==> src/rtl/trap_pkg.sv <==
// trap_pkg: shared trap encodings, CSR addresses and cause codes
package trap_pkg;
  localparam int PC_W = 15;
  localparam logic [PC_W-1:0] TRAP_VECTOR = 15'h0100;
  localparam logic [11:0] CSR_SEPC = 12'h141;
  localparam logic [11:0] CSR_STVEC = 12'h105;
  localparam logic [63:0] CAUSE_ILLEGAL_INSN = 64'd2;
  localparam logic [63:0] CAUSE_LOAD_FAULT = 64'd5;
  typedef enum logic [2:0] {IDLE, FLUSH, REDIRECT, HANDLER, RETURN, HALT} state_t;
endpackage

==> src/rtl/trap_controller_if.sv <==
// trap_controller_if: exception/CSR inputs and flush/redirect/CSR outputs of the trap path
interface trap_controller_if;
  import trap_pkg::*;
  logic exception;
  logic [PC_W-1:0] sepc;
  logic [63:0] scause;
  logic sret;
  logic csr_we;
  logic [11:0] csr_addr;
  logic [PC_W-1:0] csr_wdata;
  logic flush;
  logic pc_redirect;
  logic [PC_W-1:0] redirect_pc;
  logic in_trap;
  logic halted;
  logic [PC_W-1:0] sepc_q;
  logic [63:0] scause_q;
  logic [PC_W-1:0] stvec_q;
  modport master (
    output exception, sepc, scause, sret, csr_we, csr_addr, csr_wdata,
    input flush, pc_redirect, redirect_pc, in_trap, halted, sepc_q, scause_q, stvec_q
  );
  modport slave (
    input exception, sepc, scause, sret, csr_we, csr_addr, csr_wdata,
    output flush, pc_redirect, redirect_pc, in_trap, halted, sepc_q, scause_q, stvec_q
  );
endinterface

==> src/rtl/trap_csr_file.sv <==
// trap_csr_file: supervisor trap CSRs with fault capture and aligned software writes
module trap_csr_file
  import trap_pkg::*;
(
  input  logic            clk,
  input  logic            rst_n,
  input  logic            we,
  input  logic            latch,
  input  logic [11:0]     addr,
  input  logic [PC_W-1:0] wdata,
  input  logic [PC_W-1:0] epc,
  input  logic [63:0]     cause,
  output logic [PC_W-1:0] sepc_q,
  output logic [63:0]     scause_q,
  output logic [PC_W-1:0] stvec_q
);
  logic [PC_W-1:0] aligned;
  assign aligned = {wdata[PC_W-1:2], 2'b00};
  // fault capture wins over a software sepc write in the same cycle
  always_ff @(posedge clk or negedge rst_n) begin
    if (!rst_n) begin
      sepc_q <= '0;
      scause_q <= '0;
      stvec_q <= TRAP_VECTOR;
    end else begin
      if (latch) begin
        sepc_q <= epc;
        scause_q <= cause;
      end else if (we && addr == CSR_SEPC) sepc_q <= aligned;
      if (we && addr == CSR_STVEC) stvec_q <= aligned;
    end
  end
endmodule

==> src/rtl/trap_controller.sv <==
// trap_controller: commits exceptions, flushes and redirects to the handler, returns on sret
module trap_controller
  import trap_pkg::*;
(
  input logic clk,
  input logic rst_n,
  trap_controller_if.slave bus
);
  state_t state, state_nx;
  always_ff @(posedge clk or negedge rst_n) begin
    if (!rst_n) state <= IDLE;
    else state <= state_nx;
  end
  always_comb begin
    state_nx = state;
    case (state)
      IDLE:     state_nx = bus.exception ? FLUSH : IDLE;
      FLUSH:    state_nx = REDIRECT;
      REDIRECT: state_nx = HANDLER;
      HANDLER:  state_nx = bus.exception ? HALT : bus.sret ? RETURN : HANDLER;
      RETURN:   state_nx = IDLE;
      HALT:     state_nx = HALT;
      default:  state_nx = IDLE;
    endcase
  end
  // outputs decode the state register only, never the inputs
  assign bus.flush = state inside {FLUSH, RETURN, HALT};
  assign bus.pc_redirect = state inside {REDIRECT, RETURN};
  assign bus.redirect_pc = state == REDIRECT ? bus.stvec_q : state == RETURN ? bus.sepc_q : '0;
  assign bus.in_trap = state == HANDLER;
  assign bus.halted = state == HALT;
  trap_csr_file u_csr (
    .clk      (clk),
    .rst_n    (rst_n),
    .we       (bus.csr_we && (state == IDLE || state == HANDLER)),
    .latch    (state == IDLE && bus.exception),
    .addr     (bus.csr_addr),
    .wdata    (bus.csr_wdata),
    .epc      (bus.sepc),
    .cause    (bus.scause),
    .sepc_q   (bus.sepc_q),
    .scause_q (bus.scause_q),
    .stvec_q  (bus.stvec_q)
  );
endmodule

==> src/flat_wrapper.sv <==
// flat-port wrapper written by rule: the top's interface ports become plain ports
module trap_controller_flat import trap_pkg::*;
  (clk, rst_n, bus_exception, bus_sepc, bus_scause, bus_sret, bus_csr_we, bus_csr_addr, bus_csr_wdata, bus_flush, bus_pc_redirect, bus_redirect_pc, bus_in_trap, bus_halted, bus_sepc_q, bus_scause_q, bus_stvec_q);
  trap_controller_if bus_i ();
  input logic clk;
  input logic rst_n;
  input wire logic [$bits(bus_i.exception)-1:0] bus_exception;
  input wire logic [$bits(bus_i.sepc)-1:0] bus_sepc;
  input wire logic [$bits(bus_i.scause)-1:0] bus_scause;
  input wire logic [$bits(bus_i.sret)-1:0] bus_sret;
  input wire logic [$bits(bus_i.csr_we)-1:0] bus_csr_we;
  input wire logic [$bits(bus_i.csr_addr)-1:0] bus_csr_addr;
  input wire logic [$bits(bus_i.csr_wdata)-1:0] bus_csr_wdata;
  output wire logic [$bits(bus_i.flush)-1:0] bus_flush;
  output wire logic [$bits(bus_i.pc_redirect)-1:0] bus_pc_redirect;
  output wire logic [$bits(bus_i.redirect_pc)-1:0] bus_redirect_pc;
  output wire logic [$bits(bus_i.in_trap)-1:0] bus_in_trap;
  output wire logic [$bits(bus_i.halted)-1:0] bus_halted;
  output wire logic [$bits(bus_i.sepc_q)-1:0] bus_sepc_q;
  output wire logic [$bits(bus_i.scause_q)-1:0] bus_scause_q;
  output wire logic [$bits(bus_i.stvec_q)-1:0] bus_stvec_q;
  assign bus_i.exception = bus_exception;
  assign bus_i.sepc = bus_sepc;
  assign bus_i.scause = bus_scause;
  assign bus_i.sret = bus_sret;
  assign bus_i.csr_we = bus_csr_we;
  assign bus_i.csr_addr = bus_csr_addr;
  assign bus_i.csr_wdata = bus_csr_wdata;
  assign bus_flush = bus_i.flush;
  assign bus_pc_redirect = bus_i.pc_redirect;
  assign bus_redirect_pc = bus_i.redirect_pc;
  assign bus_in_trap = bus_i.in_trap;
  assign bus_halted = bus_i.halted;
  assign bus_sepc_q = bus_i.sepc_q;
  assign bus_scause_q = bus_i.scause_q;
  assign bus_stvec_q = bus_i.stvec_q;
  trap_controller u_core (.clk(clk), .rst_n(rst_n), .bus(bus_i));
endmodule
==> config.mk <==
export PLATFORM = sky130hd
export DESIGN_NAME = trap_controller_flat
export DESIGN_NICKNAME = d
export VERILOG_FILES = /design/src/rtl/trap_pkg.sv /design/src/rtl/trap_controller_if.sv /design/src/rtl/trap_csr_file.sv /design/src/rtl/trap_controller.sv /design/src/flat_wrapper.sv
export SDC_FILE = /design/constraint.sdc
export NUM_CORES = 1
export LEC_CHECK = 0
export CORE_ASPECT_RATIO = 1.2
export CORE_UTILIZATION = 35
export DETAILED_ROUTE_END_ITERATION = 7
export PLACE_DENSITY_LB_ADDON = 0.12
export SYNTH_ARGS = -nofsm -noshare
export SYNTH_HDL_FRONTEND = slang
export SYNTH_SLANG_ARGS = --single-unit
==> constraint.sdc <==
create_clock -name clk -period 2 [get_ports clk]
set_clock_uncertainty 0.1 [all_clocks]
set_input_delay 0.5 -clock clk [delete_from_list [all_inputs] [get_ports clk]]
set_output_delay 0.5 -clock clk [all_outputs]
set_load 0.02 [all_outputs]
---- Yosys cells after proc, flatten, opt, wreduce, memory -nomap -nowiden ----
Cells that the tools add are included.
cells by class
  muxes and demuxes ....................... 8
  equality and inequality tests ........... 7
  reductions and logical operators ........ 9
operators by type and width
  kind                 number
  $mux 15              4
  $eq 12x9->1 const B  2
  $pmux 3 s5           1
  $eq 3x2->1 const B   2
  $eq 3x3->1 const B   2
  $mux 3               2
  $logic_and 1x1->1    4
  $reduce_bool 2->1    2
  $eq 3x1->1 const B   1
  $logic_not 3->1      1
  $reduce_bool 3->1    1
  $logic_or 1x1->1     1
  $mux 1               1
word-level totals
  input port bits ......................... 111
  flip-flop bits (word level) ............. 95
  output and inout bits ................... 113
  word-level logic and storage cells ...... 28

---- Longest topological paths before layout ----
Gate-level depths: netlist (run 1).
  word-level depth ........................ 6
  mapped depth ............................ 7
  gate-level depth less buffers ........... 4

---- Hierarchy ----
A second synthesis (run 1) with hierarchy kept.
second synthesis, totals
  cells, all modules ...................... 281
  area, all modules ....................... 4,151.5 µm²
modules (own cells, without submodules)
  module           times used  area each (µm²)  cells each
  trap_csr_file    1           3,658.5          221
  trap_controller  1           493.0            60

---- Worst setup path before layout (run 1) ----
OpenSTA, ideal clock, no wires.
  path type ............................... flip-flop to output port
  start ................................... reg u_core.state[1]
  end ..................................... out bus_redirect_pc[10]
  required time ........................... 1.400 ns
  setup slack ............................. -0.069 ns
  stages on the path, launching flop included .. 7
  data arrival time ....................... 1.469 ns
  path through ............................ dfrtp_1 buf_6 nor2b_1 clkbuf_1 clkbuf_1 a22oi_1 nor2_1
on the way
  longest elaborated chain between the ends .. 3
  elaborated cells between the ends (all ways) .. 4
RTL lines
  element                   line                   text
  start: declaration        trap_controller.sv:9   state_t state, state_nx;
  start signal: assignment  trap_controller.sv:12  else state <= state_nx;
  $eq 3x3->1                trap_controller.sv:29  assign bus.redirect_pc = state == REDIRECT ? bus.stvec_q : state == RETURN ? bus.sepc_q : '0;
  $mux 15                   trap_controller.sv:29
  $mux 15 (*)               trap_controller.sv:29
  end: declaration          flat_wrapper.sv:16     output wire logic [$bits(bus_i.redirect_pc)-1:0] bus_redirect_pc;
Mark *: on every way between the ends. The rest lies on a longest branch, timed or not.

---- Final worst setup path (run 1) ----
  start ................................... reg u_core.state[1]
  end ..................................... out bus_redirect_pc[11]
Same word-level chain as after synthesis.

==> summary.md, run 1 <==
| Metric | Value |
|---|---|
| Run status | finished, violations left |
| Failing checks | setup timing |
| Critical Path Fanout Max | 8 |
| Via count | 4012 |
| Vias in the first global route | 4195 |
| P_leak | 3.41 nW |
| CORE AREA | 0.0116 mm2 |
| NetSw | 4.03 mW |
| Top post-synthesis cells by area | dfrtp_1 57%, nand2_1 18%, mux2_4 3.6% |
| Worst Hold Slack | 117 ps |
| Ys async rst share | 100% |
| Drt pass-1 iters | 4 |
| Synth Register Bits | 95 |
| Detailed router's first-iteration violation count | 152 |
| CTS max path bufs | 2 |
| Placed inst area | 0.00668 mm2 |
| Slew HR | around 65% |
| I/O pins | 224 |
| CTS tree | yes |
| TritonCTS Buffers | 9 |
| Pre-CTS worst setup slack | -479 ps |
| DIE AREA | 0.0123 mm2 |
| Top_reg_cell synth | dfrtp_1 |
| Layout Nets | 800 |
| Post-synth EDFFs | 0 |
| CP Launch Type | flip-flop |
| Combinational share of power | 52.3% |
| Worst min-delay path class | input pin to async pin |
| CP top delay family | flip-flops |
| Power Dens Cells | 1430 mW/mm2 |
| Fin crit period | 2120 ps |
| Synth top area share | 56.8% |
| Post-Layout Inst Area | 0.00724 mm2 |
| Largest net degree at the start of global routing | 96 |
| Count of clock tree sinks | 95 |
| Root buffer cell | clkbuf_16 |
| Final period util | 106% |
| # rows | 43 |
| CP Class | flip-flop to output pin |
| Largest area contributor in the synthesized netlist | dfrtp_1 |
| Max Freq | 472 MHz |
| Final wirelength | 13100 um |
| DR DRC count | 0 |
| Die height | 121 um |
| Max Slew Vio Count | 0 |
| Area Overhead vs Synth | 74.8% |
| Slowest stage delay, CP | 420 ps |
| Initial antenna violation count | 0 |
| Worst Setup End Kind | output pin |
| Setup-failing EPs final | 27 |
| Post-route setup TNS | -1500 ps |
| CP max stage cell | dfrtp_1 |
| Seq pwr share | 31.1% |
| Clock power share | 16.6% |
| Post-Syn Area | 0.00414 mm2 |
| Total Power | 10.4 mW |
| Gr usage total | 22.2% |
| Sequential element share of the synthesized area | 57.4% |
| Ant diodes | 0 |
| Count of cell types in the netlist | 35 |
| Ratio of cells with drive above 1 in the final layout | 18.0% |
| Starting Density | between 30% and 40% |
| Max-capacitance violation count | 0 |
| Post-Syn Area per Cell | 9.27 um2 |
| Switching share of power | 38.8% |
| Post-Syn Instances | 447 |
| Via-to-Cell Ratio | ~4.7 |
| H-tree Lvls | 3 |
| Grt ovf | 0 |
| Clk slew on worst S/H paths | 70 ps |
| Worst path cell trace | nor2b_4 > buf_6 > buf_4 > a22oi_2 > nor2_2 > buf_6 |
| Port bufs | approximately 220 |
| Top-count cell post-synth | nand2_1 |
| Max rail drop VDD | ~740 uV |
| Synth top cells by count | 196 x nand2_1, 94 x dfrtp_1, 30 x nor2_1 |
| Worst Setup Slack, final | -120 ps |
| Synth warn | 0 |
| Post-DRT Antenna Nets | 0 |
| CP arrival | roughly 1500 ps |
| First-pass GRT wire length | around 21000 um |
| RSZ-0062 raised after global routing | yes |
| Die Width | ~100 um |
| Worst EP required | ~1400 ps |
| Internal Dissipation | 6.34 mW |
| Worst skew pair latency | approximately 330 ps |
| Routability cong. | roughly 0.76 |
| Wire per inst | 15.4 um |
| Worst Path Buf+Inv | 3 |
| Top cell by count, worst path | buf_6 |
| Endpoints failing hold | 0 |
| Hpwl dp | 9010 um |
| Tightest Pin Transition | 523 ps |
[cells by family after synthesis]
logic type,Yosys count,share of synthesized area (%)
multiplexers,13,4.44
XOR/XNOR,1,0.211
AO/OA/AOI/OAI,46,6.98
buffers and inverters,31,3.93
flip-flops,95,57.4
AND/OR/NAND/NOR,260,26.9
other,1,0.0905
[cell type report]
class	count	area (um2)
clock buffer	10	239
clock inverter	5	56.3
fill	979	4330
multi-input combinational	322	1740
sequential	95	2380
tap	157	196
timing repair buffer	261	2630
[cell usage in the layout, fill, tap and decap left out, types with 2 or more instances in the layout]
cell type | Yosys | routed
a22oi_1 | 13 | 3
a22oi_2 | 0 | 10
a31oi_1 | 13 | 13
and3_1 | 2 | 2
buf_12 | 1 | 6
buf_4 | 2 | 35
buf_6 | 2 | 18
clkbuf_16 | 0 | 9
clkdlybuf4s50_1 | 0 | 184
clkinv_2 | 0 | 2
conb_1 | 1 | 2
dfrtp_1 | 94 | 92
dfrtp_2 | 0 | 2
dlygate4sd2_1 | 0 | 10
dlymetal6s2s_1 | 0 | 5
mux2_2 | 3 | 2
mux2_4 | 10 | 11
nand2_1 | 196 | 196
nand3_1 | 13 | 13
nand3b_1 | 2 | 2
nor2_1 | 30 | 20
nor2_2 | 0 | 9
nor2b_1 | 5 | 3
nor2b_4 | 0 | 2
o21ai_0 | 16 | 16
[layer usage]
layer / share of wire (%) / global-route usage [%] / vias up
li1: - / - / 1923
met1: 41 / 27.4 / 1907
met2: 49 / 36.7 / 163
met3: 7.9 / 6.34 / 19
met4: 1.9 / 7.70 / 0
met5: 0 / 0 / -
[final timing paths]
check | to | startpoint | slack [ps] | depth (start not counted)
worst max-delay path | bus_redirect_pc[11] | u_core.state[1] | -120 | 6
max in group asynchronous | u_core.state[2] | rst_n | 1280 | 2
worst max register to register | u_core.u_csr.stvec_q[4] | u_core.state[2] | -60 | 7
worst min-delay path | u_core.u_csr.scause_q[2] | rst_n | 120 | 2
min in group clk | u_core.u_csr.scause_q[10] | u_core.u_csr.scause_q[10] | 370 | 2
worst min register to register | u_core.u_csr.scause_q[10] | u_core.u_csr.scause_q[10] | 370 | 2
[flip-flops by register name (all words and copies together), names as in the netlist]
name and count:
u_core.state 3, u_core.u_csr.scause_q 64, u_core.u_csr.sepc_q 15, u_core.u_csr.stvec_q 13
[power by group through the flow]
stage                     registers (mW)  clock network (mW)  logic, mW
after floorplan                     4.07                   0       1.56
after global placement              3.18                   0       4.96
after detailed placement            3.21                   0       5.03
after CTS                           3.22                1.76       5.38
after global routing                3.32                1.84       5.86
final                               3.23                1.72       5.43
[per-stage QoR]
stage               utilization (%)  std cells
detailed placement             57.7        819
finish                         62.6        850
global placement               57.7        819
CTS                            61.9        847
global route                   62.6        850
floorplan                         -        448
[repair_timing]
item / 4_1_cts / 5_1_grt
hold buffers: 0 / 0
pin swaps: 11 / 4
cloned: 3 / 0
buffers inserted: 10 / 4
gates resized for setup: 133 / 20
endpoints found under the setup margin: 36 / 33
(Power assumes the default switching activity.)
==> inputs of run 2 (changes only) <==
- CORE_UTILIZATION: 35 -> 42
- TNS_END_PERCENT: default -> 30
- clock period: 2 -> 2.69 ns (I/O delays scaled with it)
==> run 2 against run 1 <==
Compared with the run above: the run now ends clean; clock power down 23%; design area decreased by 5.8%; wire length shrank 5.6%; cell count shrank 7.1%; non-clock buffer count down 27; register-to-register slack gained 710 ps; total power fell by 30%; critical path type unchanged; largest power group unchanged.
==> summary.md, run 2 (synthesis results as in run 1) <==
| Metric | Value |
|---|---|
| Run status | complete, no violations |
| Combinational share of power | ~49% |
| CP Class | flip-flop to output pin |
| CP arrival | 1770 ps |
| CP max stage cell | clkdlybuf4s50_1 |
| Worst min-delay path class | input pin to async pin |
| Internal Dissipation | 4.45 mW |
| Worst Setup End Kind | output pin |
| Worst path cell trace | buf_6 > and3b_1 > clkdlybuf4s50_1 |
| Count of clock tree sinks | 95 |
| CP top delay family | buffers and inverters |
| RSZ-0062 raised after global routing | no |
| P_leak | 3.23 nW |
| Routability cong. | approximately 0.8 |
| Die height | roughly 110 um |
| Max-capacitance violation count | 0 |
| Most common library cell in the layout ignoring fill and taps | clkdlybuf4s50_1 |
| Max Slew Vio Count | 0 |
| CORE AREA | between 0.009 and 0.01 mm2 |
| Post-Layout Inst Area | 0.00682 mm2 |
| DIE AREA | roughly 0.01 mm2 |
| Starting Density | 43.3% |
| Final core utilization | 71.3% |
| Worst skew pair latency | 340 ps |
| Die Width | about 93 um |
| Worst EP required | ~1900 ps |
| Vias in the first global route | 4128 |
| I/O pins | 224 |
| DR DRC count | 0 |
| Port bufs | between 200 and 250 |
| Critical Path Fanout Max | 22 |
| # rows | 39 |
| Cts hold-fix bufs | 0 |
| Slowest stage delay, CP | 620 ps |
| Total Power | roughly 7.3 mW |
| Worst Hold Slack | around 210 ps |
| Switching share of power | 39.0% |
| Detailed router's first-iteration violation count | 135 |
| Post-CTS setup buffers | 0 |
| Post-route setup TNS | 0 ps |
| Via-to-Cell Ratio | 4.99 |
| Worst Path Buf+Inv | 2 |
| Endpoints failing hold | 0 |
| Clk slew on worst S/H paths | 60 ps |
| Final wirelength | 12400 um |
| Grt ovf | 0 |
| Placed inst area | 0.00650 mm2 |
| Largest net degree at the start of global routing | 56 |
| Ratio of cells with drive above 1 in the final layout | 8.55% |
| R2R Path End | u_core.u_csr.stvec_q[3] |
| Reg-to-Reg Start | u_core.state[0] |
| Drt pass-1 iters | 4 |
| Max rail drop VDD | 617 uV |
| Reg2reg path depth | 6 |
| Top Registers | u_core.u_csr.scause_q (64), u_core.u_csr.sepc_q (15), u_core.u_csr.stvec_q (13) |
| Clock power share | 18.1% |
| Setup-failing EPs final | 0 |
| Ant diodes | 0 |
| Register-to-Register Setup Slack | 650 ps |
| Max reg flops | 64 |
| Post-DRT Antenna Nets | 0 |
| Wire per inst | 15.6 um |
| TritonCTS Buffers | 9 |
| Slew HR | 64.0% |
| Initial antenna violation count | 0 |
| Fin crit period | 2540 ps |
| Max Freq | 393 MHz |
| Root buffer cell | clkbuf_16 |
| Layout Nets | 773 |
| NetSw | 2.84 mW |
| Power Dens Cells | 1070 mW/mm2 |
| Via count | 3944 |
| Final period util | 94.6% |
| CTS max path bufs | 2 |
| Area Overhead vs Synth | 64.6% |
| H-tree Lvls | 3 |
| CP Launch Type | flip-flop |
| Tightest Pin Transition | 540 ps |
| Gr usage total | 25.4% |
| Seq pwr share | 32.5% |
| Largest reg by FF count | u_core.u_csr.scause_q |
| First-pass GRT wire length | 20300 um |
| Most frequent cells in the layout | 201 x clkdlybuf4s50_1, 196 x nand2_1, 93 x dfrtp_1 |
| CTS tree | yes |
| Hpwl dp | between 8000 and 9000 um |
## run 2: changes by cell type in the layout (fill, tap and decap cells not counted), sizes merged
| cell | previous run | this run |
|---|---|---|
| dlymetal6s2s | 5 | 4 |
| clkbuf | 10 | 13 |
| inv | 1 | 0 |
| clkdlybuf4s15 | 1 | 0 |
| buf | 61 | 16 |
| clkinvlp | 1 | 0 |
| dlygate4sd2 | 10 | 13 |
| clkdlybuf4s50 | 184 | 201 |
## run 2: worst register-to-register path: cells and delay by family (launching register included)
| kind | cells | cell delay (ps) |
|---|---|---|
| xor+xnor | 1 | 320 |
| buf+inv | 2 | 380 |
| flops | 1 | 410 |
| mux | 1 | 340 |
| simple gates | 2 | 390 |
## run 2: repair_timing
item	CTS	global route
resized for setup	19	5
setup endpoints to repair	17	5
pin swaps	0	0
## run 2: routing by layer
metal,share of wire [%],vias up,global-route usage [%]
li1,-,1867,-
met1,39,1869,30.0
met2,50,179,42.8
met3,8.5,29,6.86
met4,2.7,0,11.6
met5,0,-,0
## run 2: power groups by stage
stage	registers, mW	logic (mW)	clock network (mW)
global placement	2.34	3.52	0
global route	2.44	3.88	1.40
finish	2.37	3.60	1.32
CTS	2.37	3.63	1.34
floorplan	3.03	1.14	0
detailed placement	2.37	3.61	0
## run 2: stage by stage
step                      std cells  setup slack (ps)
after global routing            790              66.2
after floorplan                 448               448
after CTS                       790             -35.1
after detailed placement        774              33.1
after global placement          774              52.7
final                           790               146
## run 2: layout make-up
| cell class | count | area [um2] |
|---|---|---|
| clock buffer | 13 | 270 |
| multi-input combinational | 322 | 1620 |
| timing repair buffer | 234 | 2360 |
| fill | 744 | 2740 |
| sequential | 95 | 2380 |
| clock inverter | 3 | 40.0 |
| tap | 123 | 154 |
## run 2: worst max path at each step
stage                          startpoint                       to  cells past startpoint
after floorplan           u_core.state[1]      bus_redirect_pc[10]                      6
after detailed placement  bus_csr_addr[9]  u_core.u_csr.stvec_q[3]                      6
final                     u_core.state[0]               bus_halted                      3
after global routing      u_core.state[0]               bus_halted                      3
after CTS                 u_core.state[1]       bus_redirect_pc[1]                      4
after global placement    bus_csr_addr[9]  u_core.u_csr.stvec_q[2]                      6
